<file path="config.mk">
export PLATFORM = sky130hd
export DESIGN_NAME = mlp_stream_bridge
export DESIGN_NICKNAME = d
export VERILOG_FILES = /design/src/rtl/mlp_stream_bridge.sv
export SDC_FILE = /design/constraint.sdc
export NUM_CORES = 1
export LEC_CHECK = 0
export CAP_MARGIN = 20
export CORE_MARGIN = 2
export CORE_UTILIZATION = 51
export DETAILED_ROUTE_END_ITERATION = 12
export PLACE_DENSITY = 0.81
export SLEW_MARGIN = 5
export SYNTH_ARGS = -nofsm -noshare
export SYNTH_HDL_FRONTEND = slang
export SYNTH_SLANG_ARGS = --single-unit
</file>
<file path="constraint.sdc">
create_clock -name clk -period 4.45 [get_ports clk]
set_input_delay 0.445 -clock clk [delete_from_list [all_inputs] [get_ports clk]]
set_output_delay 0.445 -clock clk [all_outputs]
set_load 0.005 [all_outputs]
</file>
<file path="src/rtl/mlp_stream_bridge.sv">
// Host-side bridge for cordic_mlp: packs streamed input features, starts an inference,
// waits (with timeout) for the result, then streams the result words plus argmax class out.
module mlp_stream_bridge #(
    parameter int unsigned INPUT_WIDTH    = 20,
    parameter int unsigned OUTPUT_WIDTH   = 20,
    parameter int unsigned NUM_INPUTS     = 4,
    parameter int unsigned NUM_OUTPUTS    = 3,
    parameter int unsigned TIMEOUT_CYCLES = 4096
) (
    input  logic                                  clk,
    input  logic                                  rst,
    input  logic [INPUT_WIDTH-1:0]                s_data,
    input  logic                                  s_valid,
    output logic                                  s_ready,
    output logic                                  mlp_start,
    output logic [INPUT_WIDTH*NUM_INPUTS-1:0]     mlp_inputs_flat,
    input  logic [OUTPUT_WIDTH*NUM_OUTPUTS-1:0]   mlp_outputs_flat,
    input  logic                                  mlp_valid,
    output logic [OUTPUT_WIDTH-1:0]               m_data,
    output logic                                  m_valid,
    input  logic                                  m_ready,
    output logic                                  m_last,
    output logic [$clog2(NUM_OUTPUTS)-1:0]        m_class,
    output logic                                  busy,
    output logic                                  timeout_err
);

    localparam int unsigned ICW = (NUM_INPUTS  > 1) ? $clog2(NUM_INPUTS)  : 1;
    localparam int unsigned OCW = (NUM_OUTPUTS > 1) ? $clog2(NUM_OUTPUTS) : 1;
    localparam int unsigned CW  = $clog2(NUM_OUTPUTS);
    localparam int unsigned TW  = $clog2(TIMEOUT_CYCLES);

    localparam logic [ICW-1:0] IN_LAST  = ICW'(NUM_INPUTS - 1);
    localparam logic [OCW-1:0] OUT_LAST = OCW'(NUM_OUTPUTS - 1);
    localparam logic [TW-1:0]  T_LAST   = TW'(TIMEOUT_CYCLES - 1);

    typedef enum logic [1:0] {
        COLLECT,
        START,
        WAIT,
        SEND
    } state_t;

    state_t                                r_state;
    state_t                                w_next;
    logic [ICW-1:0]                        r_in_cnt;
    logic [OCW-1:0]                        r_out_cnt;
    logic [TW-1:0]                         r_timer;
    logic [INPUT_WIDTH*NUM_INPUTS-1:0]     r_inputs;
    logic [OUTPUT_WIDTH*NUM_OUTPUTS-1:0]   r_cap;
    logic [CW-1:0]                         r_class;
    logic                                  r_timeout;
    logic signed [OUTPUT_WIDTH-1:0]        w_best_val;
    logic [CW-1:0]                         w_best_idx;

    // Strict greater-than keeps the lowest index on ties.
    always_comb begin
        w_best_val = mlp_outputs_flat[0 +: OUTPUT_WIDTH];
        w_best_idx = '0;
        for (int unsigned i = 1; i < NUM_OUTPUTS; i++) begin
            if ($signed(mlp_outputs_flat[i*OUTPUT_WIDTH +: OUTPUT_WIDTH]) > w_best_val) begin
                w_best_val = mlp_outputs_flat[i*OUTPUT_WIDTH +: OUTPUT_WIDTH];
                w_best_idx = CW'(i);
            end
        end
    end

    always_ff @(posedge clk) begin
        if (rst) begin
            r_state <= COLLECT;
        end else begin
            r_state <= w_next;
        end
    end

    always_comb begin
        w_next    = r_state;
        s_ready   = 1'b0;
        mlp_start = 1'b0;
        m_valid   = 1'b0;
        m_data    = '0;
        m_last    = 1'b0;
        m_class   = '0;
        busy      = 1'b1;
        case (r_state)
            COLLECT: begin
                s_ready = 1'b1;
                busy    = 1'b0;
                if (s_valid && r_in_cnt == IN_LAST) begin
                    w_next = START;
                end
            end
            START: begin
                mlp_start = 1'b1;
                w_next    = WAIT;
            end
            WAIT: begin
                if (mlp_valid) begin
                    w_next = SEND;
                end else if (r_timer == T_LAST) begin
                    w_next = COLLECT;
                end
            end
            SEND: begin
                m_valid = 1'b1;
                m_data  = r_cap[r_out_cnt*OUTPUT_WIDTH +: OUTPUT_WIDTH];
                m_last  = (r_out_cnt == OUT_LAST);
                m_class = r_class;
                if (m_ready && r_out_cnt == OUT_LAST) begin
                    w_next = COLLECT;
                end
            end
            default: w_next = COLLECT;
        endcase
    end

    always_ff @(posedge clk) begin
        if (rst) begin
            r_in_cnt  <= '0;
            r_out_cnt <= '0;
            r_timer   <= '0;
            r_inputs  <= '0;
            r_cap     <= '0;
            r_class   <= '0;
            r_timeout <= 1'b0;
        end else begin
            case (r_state)
                COLLECT: begin
                    if (s_valid) begin
                        r_inputs[r_in_cnt*INPUT_WIDTH +: INPUT_WIDTH] <= s_data;
                        r_in_cnt <= (r_in_cnt == IN_LAST) ? '0 : r_in_cnt + 1'b1;
                    end
                end
                START: begin
                    r_timer <= '0;
                end
                WAIT: begin
                    r_timer <= r_timer + 1'b1;
                    if (mlp_valid) begin
                        r_cap   <= mlp_outputs_flat;
                        r_class <= w_best_idx;
                    end else if (r_timer == T_LAST) begin
                        r_timeout <= 1'b1;
                    end
                end
                SEND: begin
                    if (m_ready) begin
                        r_out_cnt <= (r_out_cnt == OUT_LAST) ? '0 : r_out_cnt + 1'b1;
                    end
                end
                default: ;
            endcase
        end
    end

    assign mlp_inputs_flat = r_inputs;
    assign timeout_err     = r_timeout;

endmodule

</file>
### Word level (Yosys, flattened, before mapping)

Index checks and enable logic that the tools add are counted.

* word-level logic and storage cells: 57
* bits in read-only memories: 0
* RAM bits: 0
* bits in latches: 0
* input bits: 85
* memories kept: 0
* output and inout bits: 108
* register bits after elaboration: 161

* mux-type cells: 19
* equality and inequality tests: 9
* multiply operators: 2
* shifts and indexed selects: 3
* bitwise logic cells: 1
* add/subtract/negate cells: 4
* reductions and logical operators: 9
* $lt $le $gt $ge: 2
* divide/modulo/power cells: 0

Operators by type and width (number)
* $bwmux 80: 1
* $shift 20x34->80 const A: 1
* $shiftx 20x34->80: 1
* $shiftx 60x8->20: 1
* $gt 20x20->1: 2
* $mux 20: 2
* $neg 7->34: 1
* $pmux 12 s2: 1
* $mux 2: 8
* $add 12x1->12 const B: 1
* $eq 12x12->1 const B: 1
* $mul 2x3->5 const B: 2
* $eq 2x2->1 const B: 4
* $pmux 2 s4: 1
* $mux 1: 6
* $reduce_and 2->1: 3
* $reduce_and 3->1: 2
* $add 2x1->2 const B: 2
* $ne 2x2->1 const B: 2
* $ne 3x3->1 const B: 1
* $eq 2x1->1 const B: 1
* $logic_and 1x1->1: 2
* $logic_not 2->1: 1
* $reduce_bool 2->1: 1
* $not 1->1: 1

### Depth between registers and ports, before layout

* word-level depth: 4
* mapped depth: 16
* depth with buffers taken out: 15

### Worst setup path after synthesis

OpenSTA, ideal clock, no wires.

* path kind: in2reg
* from: input port mlp_outputs_flat[19]
* to: register r_class[1]
* stages on the path: 16
* data required time: 4334 ps
* path slack: 862 ps
* buffers on the path: 1
* arrival time: 3471 ps
* library setup time: 116 ps
* path through: inv_1 > ha_1 > nand4_1 > nor4_1 > o31ai_1 > nand3_1 > mux2_2 > buf_4 > mux2i_1 > ha_1 > a21oi_1 > o21ai_0 > a221oi_1 > o211ai_1 > mux2i_1 > a31o_2

* longest elaborated chain between the ends: 4

RTL lines
* start, declared: RTL line 17 `input logic [OUTPUT_WIDTH*NUM_OUTPUTS-1:0] mlp_outputs_flat,`
* $gt 20x20->1: RTL line 61 `if ($signed(mlp_outputs_flat[i*OUTPUT_WIDTH +: OUTPUT_WIDTH]) > w_best_val) begin`
* $mux 20 (*): RTL line 61
* $gt 20x20->1 (*): RTL line 61
* $mux 2 (*): RTL line 61
* end signal, assigned: RTL line 141 `r_class <= w_best_idx;`
* end, declared: RTL line 51 `logic [CW-1:0] r_class;`

Mark *: on every way between the ends. The rest lies on a longest branch, timed or not.
A chain may end at the register's enable or synchronous reset.

### Worst setup path after layout

Ends and elaborated chain as after synthesis.

==> impl_metrics.toml <==
[routing]
wl_um = 25700
drt_pass1_iterations = 6
wl_met3_um = 2520
dr_wl_met2_um = 12100
wl_met1_um = 10400
maxUsedRoutingLayer = "met4"
drt_drc_violations_left = 0
routedWlPerCell_um = 17.9
vias = 8308
routed_via_density = 5.79
drtIter0Drc = 881
drtAntennaViolNets = 0

[grt]
grt_pass1_wl_um = 40300
grt_pass1_vias = 7822
grt_use_total_pct = 29.0
grt_max_degree = 94
antenna_found_initial = 0
grt_remaining_overflow = 0

[power]
finalPower_mw = 4.25
intPower_mw = 2.85
power.share.switching_pct = 32.9
seqPwrFrac_pct = 37.5
net-switching-power_mw = 1.40
p_clk_share_pct = 33.4
p_leak_nw = 4.01
combPwrFrac_pct = 29.1
ir_drop_v = 0.000318
power.density_mw_per_mm2 = 388

[yosys]
synth_compound_area_share_pct = 18.0
synthAdderAreaFrac_pct = 7.68
post_synth.cell_area_avg_um2 = 7.96
async_flop_share_pct = 0
synth_mux_area_share_pct = 7.73
yosysTopAreaCell = "dfxtp_1"
synth_area_leaders = "dfxtp_1 39%, nand2_1 8.5%, ha_1 7.7%"
synth_top_family_by_area = "simple AND/OR/NAND/NOR gates"
synth_edf_count = 0
syn-cell-area_mm2 = 0.00831
ys_ff_latch = 161
synth-main-ff-cell = "dfxtp_1"
synth_nets = 1179
synthSimpleGateAreaFrac_pct = 22.1
synth_top_area_share_pct = 38.8
yosys_warnings = 0
synth_xor_area_share_pct = 1.05
ys_seq_area_share_pct = 38.8
synth_cell_types = 50
postSynthCellCount = 1043

[floorplan]
fp.dieH_um = 132
dieArea_mm2 = 0.0173
num_rows = 46
initial_core_util_pct = 52.3
ios = 193
core_mm2 = 0.0159
die_w_um = 132

[finish]
diodes = 0
drive_above_1_share_pct = 5.58
layout_common_cells = "191 x clkdlybuf4s50_1, 186 x nand2_1, 161 x dfxtp_1, 125 x nor2_1, 101 x a21oi_1"
final_nets = 1341
layout_commonest_cell = "clkdlybuf4s50_1"
fin_area_mm2 = 0.0110
fin_util_pct = 69.0
syn2layout_area_growth_pct = 31.9

[clocking]
clockBufferDepth = 2
postCtsHoldBufs = 0
clock_latency_ns = 0.43
cts_buffers = 17
clk_pin_slew_ns = 0.06
htree_levels = 4
cts_tree = "yes"
postCtsResizedCells = 0
cts.sinks = 161
root_buffer = "clkbuf_16"
post_cts_buffers = 0

[timing]
fmax_mhz = 243
min_period_ns = 4.12
drv_slew = 0
fin_skew_ns = 0.00710
layout_setup_ws_ns = 0.331
setup_violations = 0
worst_slew_margin_rel_pct = 35.0
rsz0062_at_grt = "false"
period_share_pct = 92.6
hold_ws_ns = 0.454
finalHoldViolations = 0
tightestPinTransition_ns = 0.974

[critical_path]
cp.arrival_ns = 4.49
critPathBufInv = 3
crit_path_start_kind = "input pin"
cp_max_fo = 10
crit_slowest_cell = "clkdlybuf4s50_1"
cp_top_family = "simple AND/OR/NAND/NOR gates"
max_stage_delay_ns = 0.47
crit_path_end_kind = "flop"
rrSetupSlack_ns = 1.05
path_cells = "clkdlybuf4s50_1 > inv_1 > ha_1 > nand4_1 > nor4_1 > o31ai_1 > nand3_1 > mux2_2 > buf_4 > mux2i_1 > ha_1 > and4_1 > and4_1 > o21ai_0 > o211ai_1 > mux2i_1 > a31o_2"
path_class = "input pin to flop"
required_ns = 4.83

[placed_design]
gp_congestion = 1.00
dp_slack_ns = -0.000104
placed_cell_area_mm2 = 0.0104
dpl.hpwl_um = 18500
port_buffers = 192

[worst_hold_path]
hold_class = "flop to flop"

[run_status]
status = "finished, final reports clean"

[run]
cap_violations = 0
[final timing paths]
kind / startpoint / endpoint / cells past startpoint
setup / recovery: mlp_outputs_flat[19] / r_class[1] / 17
hold / removal: r_cap[7] / r_cap[7] / 2
setup reg to reg: r_in_cnt[0] / mlp_inputs_flat[61] / 9
hold reg to reg: r_cap[7] / r_cap[7] / 2
[state kept, by name, summed over array words and instances (netlist names)]
name,cells
r_out_cnt,2
mlp_inputs_flat,80
r_class,2
r_state,2
r_timer,12
timeout_err,1
r_cap,60
r_in_cnt,2
[worst min-delay path, cell delays in order (launching register included)]
cell and delay, ns:
dfxtp_1 0.31, nand2_1 0.05, a21oi_1 0.05
[power groups by stage]
| stage | Combinational, mW | Sequential (mW) | Clock (mW) |
|---|---|---|---|
| floorplan | 0.709 | 1.62 | 0 |
| global placement | 1.18 | 1.62 | 0 |
| detailed placement | 1.20 | 1.62 | 0 |
| CTS | 1.21 | 1.59 | 1.43 |
| global route | 1.33 | 1.60 | 1.50 |
| finish | 1.24 | 1.59 | 1.42 |
[metrics by stage]
step                       TNS (ns)  std cells
after floorplan                   0       1043
after global placement            0       1401
after detailed placement  -0.000104       1401
after CTS                         0       1433
after global routing              0       1434
final                             0       1434
[layout make-up]
class,instances,area [µm²]
repair buffers,210,2070
flip-flops and latches,161,3220
clock buffers,20,467
inverters,31,116
clock inverters,12,109
multi-input cells,784,4700
well taps,216,270
fillers,1304,4930
[metal layers]
metal | up-vias | GRT usage, %
li1 | 3961 | -
met1 | 3866 | 35.5
met2 | 419 | 48.2
met3 | 62 | 9.22
met4 | 0 | 9.54
met5 | - | 0
[cell usage after synthesis, types with 2 or more instances]
cell,instances
nor2_1,125
nand4_1,11
a22oi_1,49
ha_1,51
xnor2_1,3
a221oi_1,13
inv_1,31
a311oi_1,2
clkbuf_1,55
o221ai_1,4
and4_1,5
mux2_2,9
nand3b_1,2
buf_2,4
a21oi_1,101
o21ai_0,37
nand2b_1,4
nor4_1,3
a2bb2oi_1,4
nand3_1,18
and2_1,31
o21a_1,4
nand2_1,187
a211oi_1,8
o2bb2ai_1,4
and3_1,6
nor2b_1,4
dfxtp_1,161
buf_1,6
xor2_1,7
nor3_1,17
o22ai_1,6
mux2i_1,54
[cell families after synthesis]
family | count (synthesis)
muxes | 63
AOI/OAI and AO/OA | 240
and+or+nand+nor | 420
DFF | 161
xor gates and xnor gates | 10
buffers and inverters | 98
adders and majority gates | 51
Power figures use the tool's default switching activity.
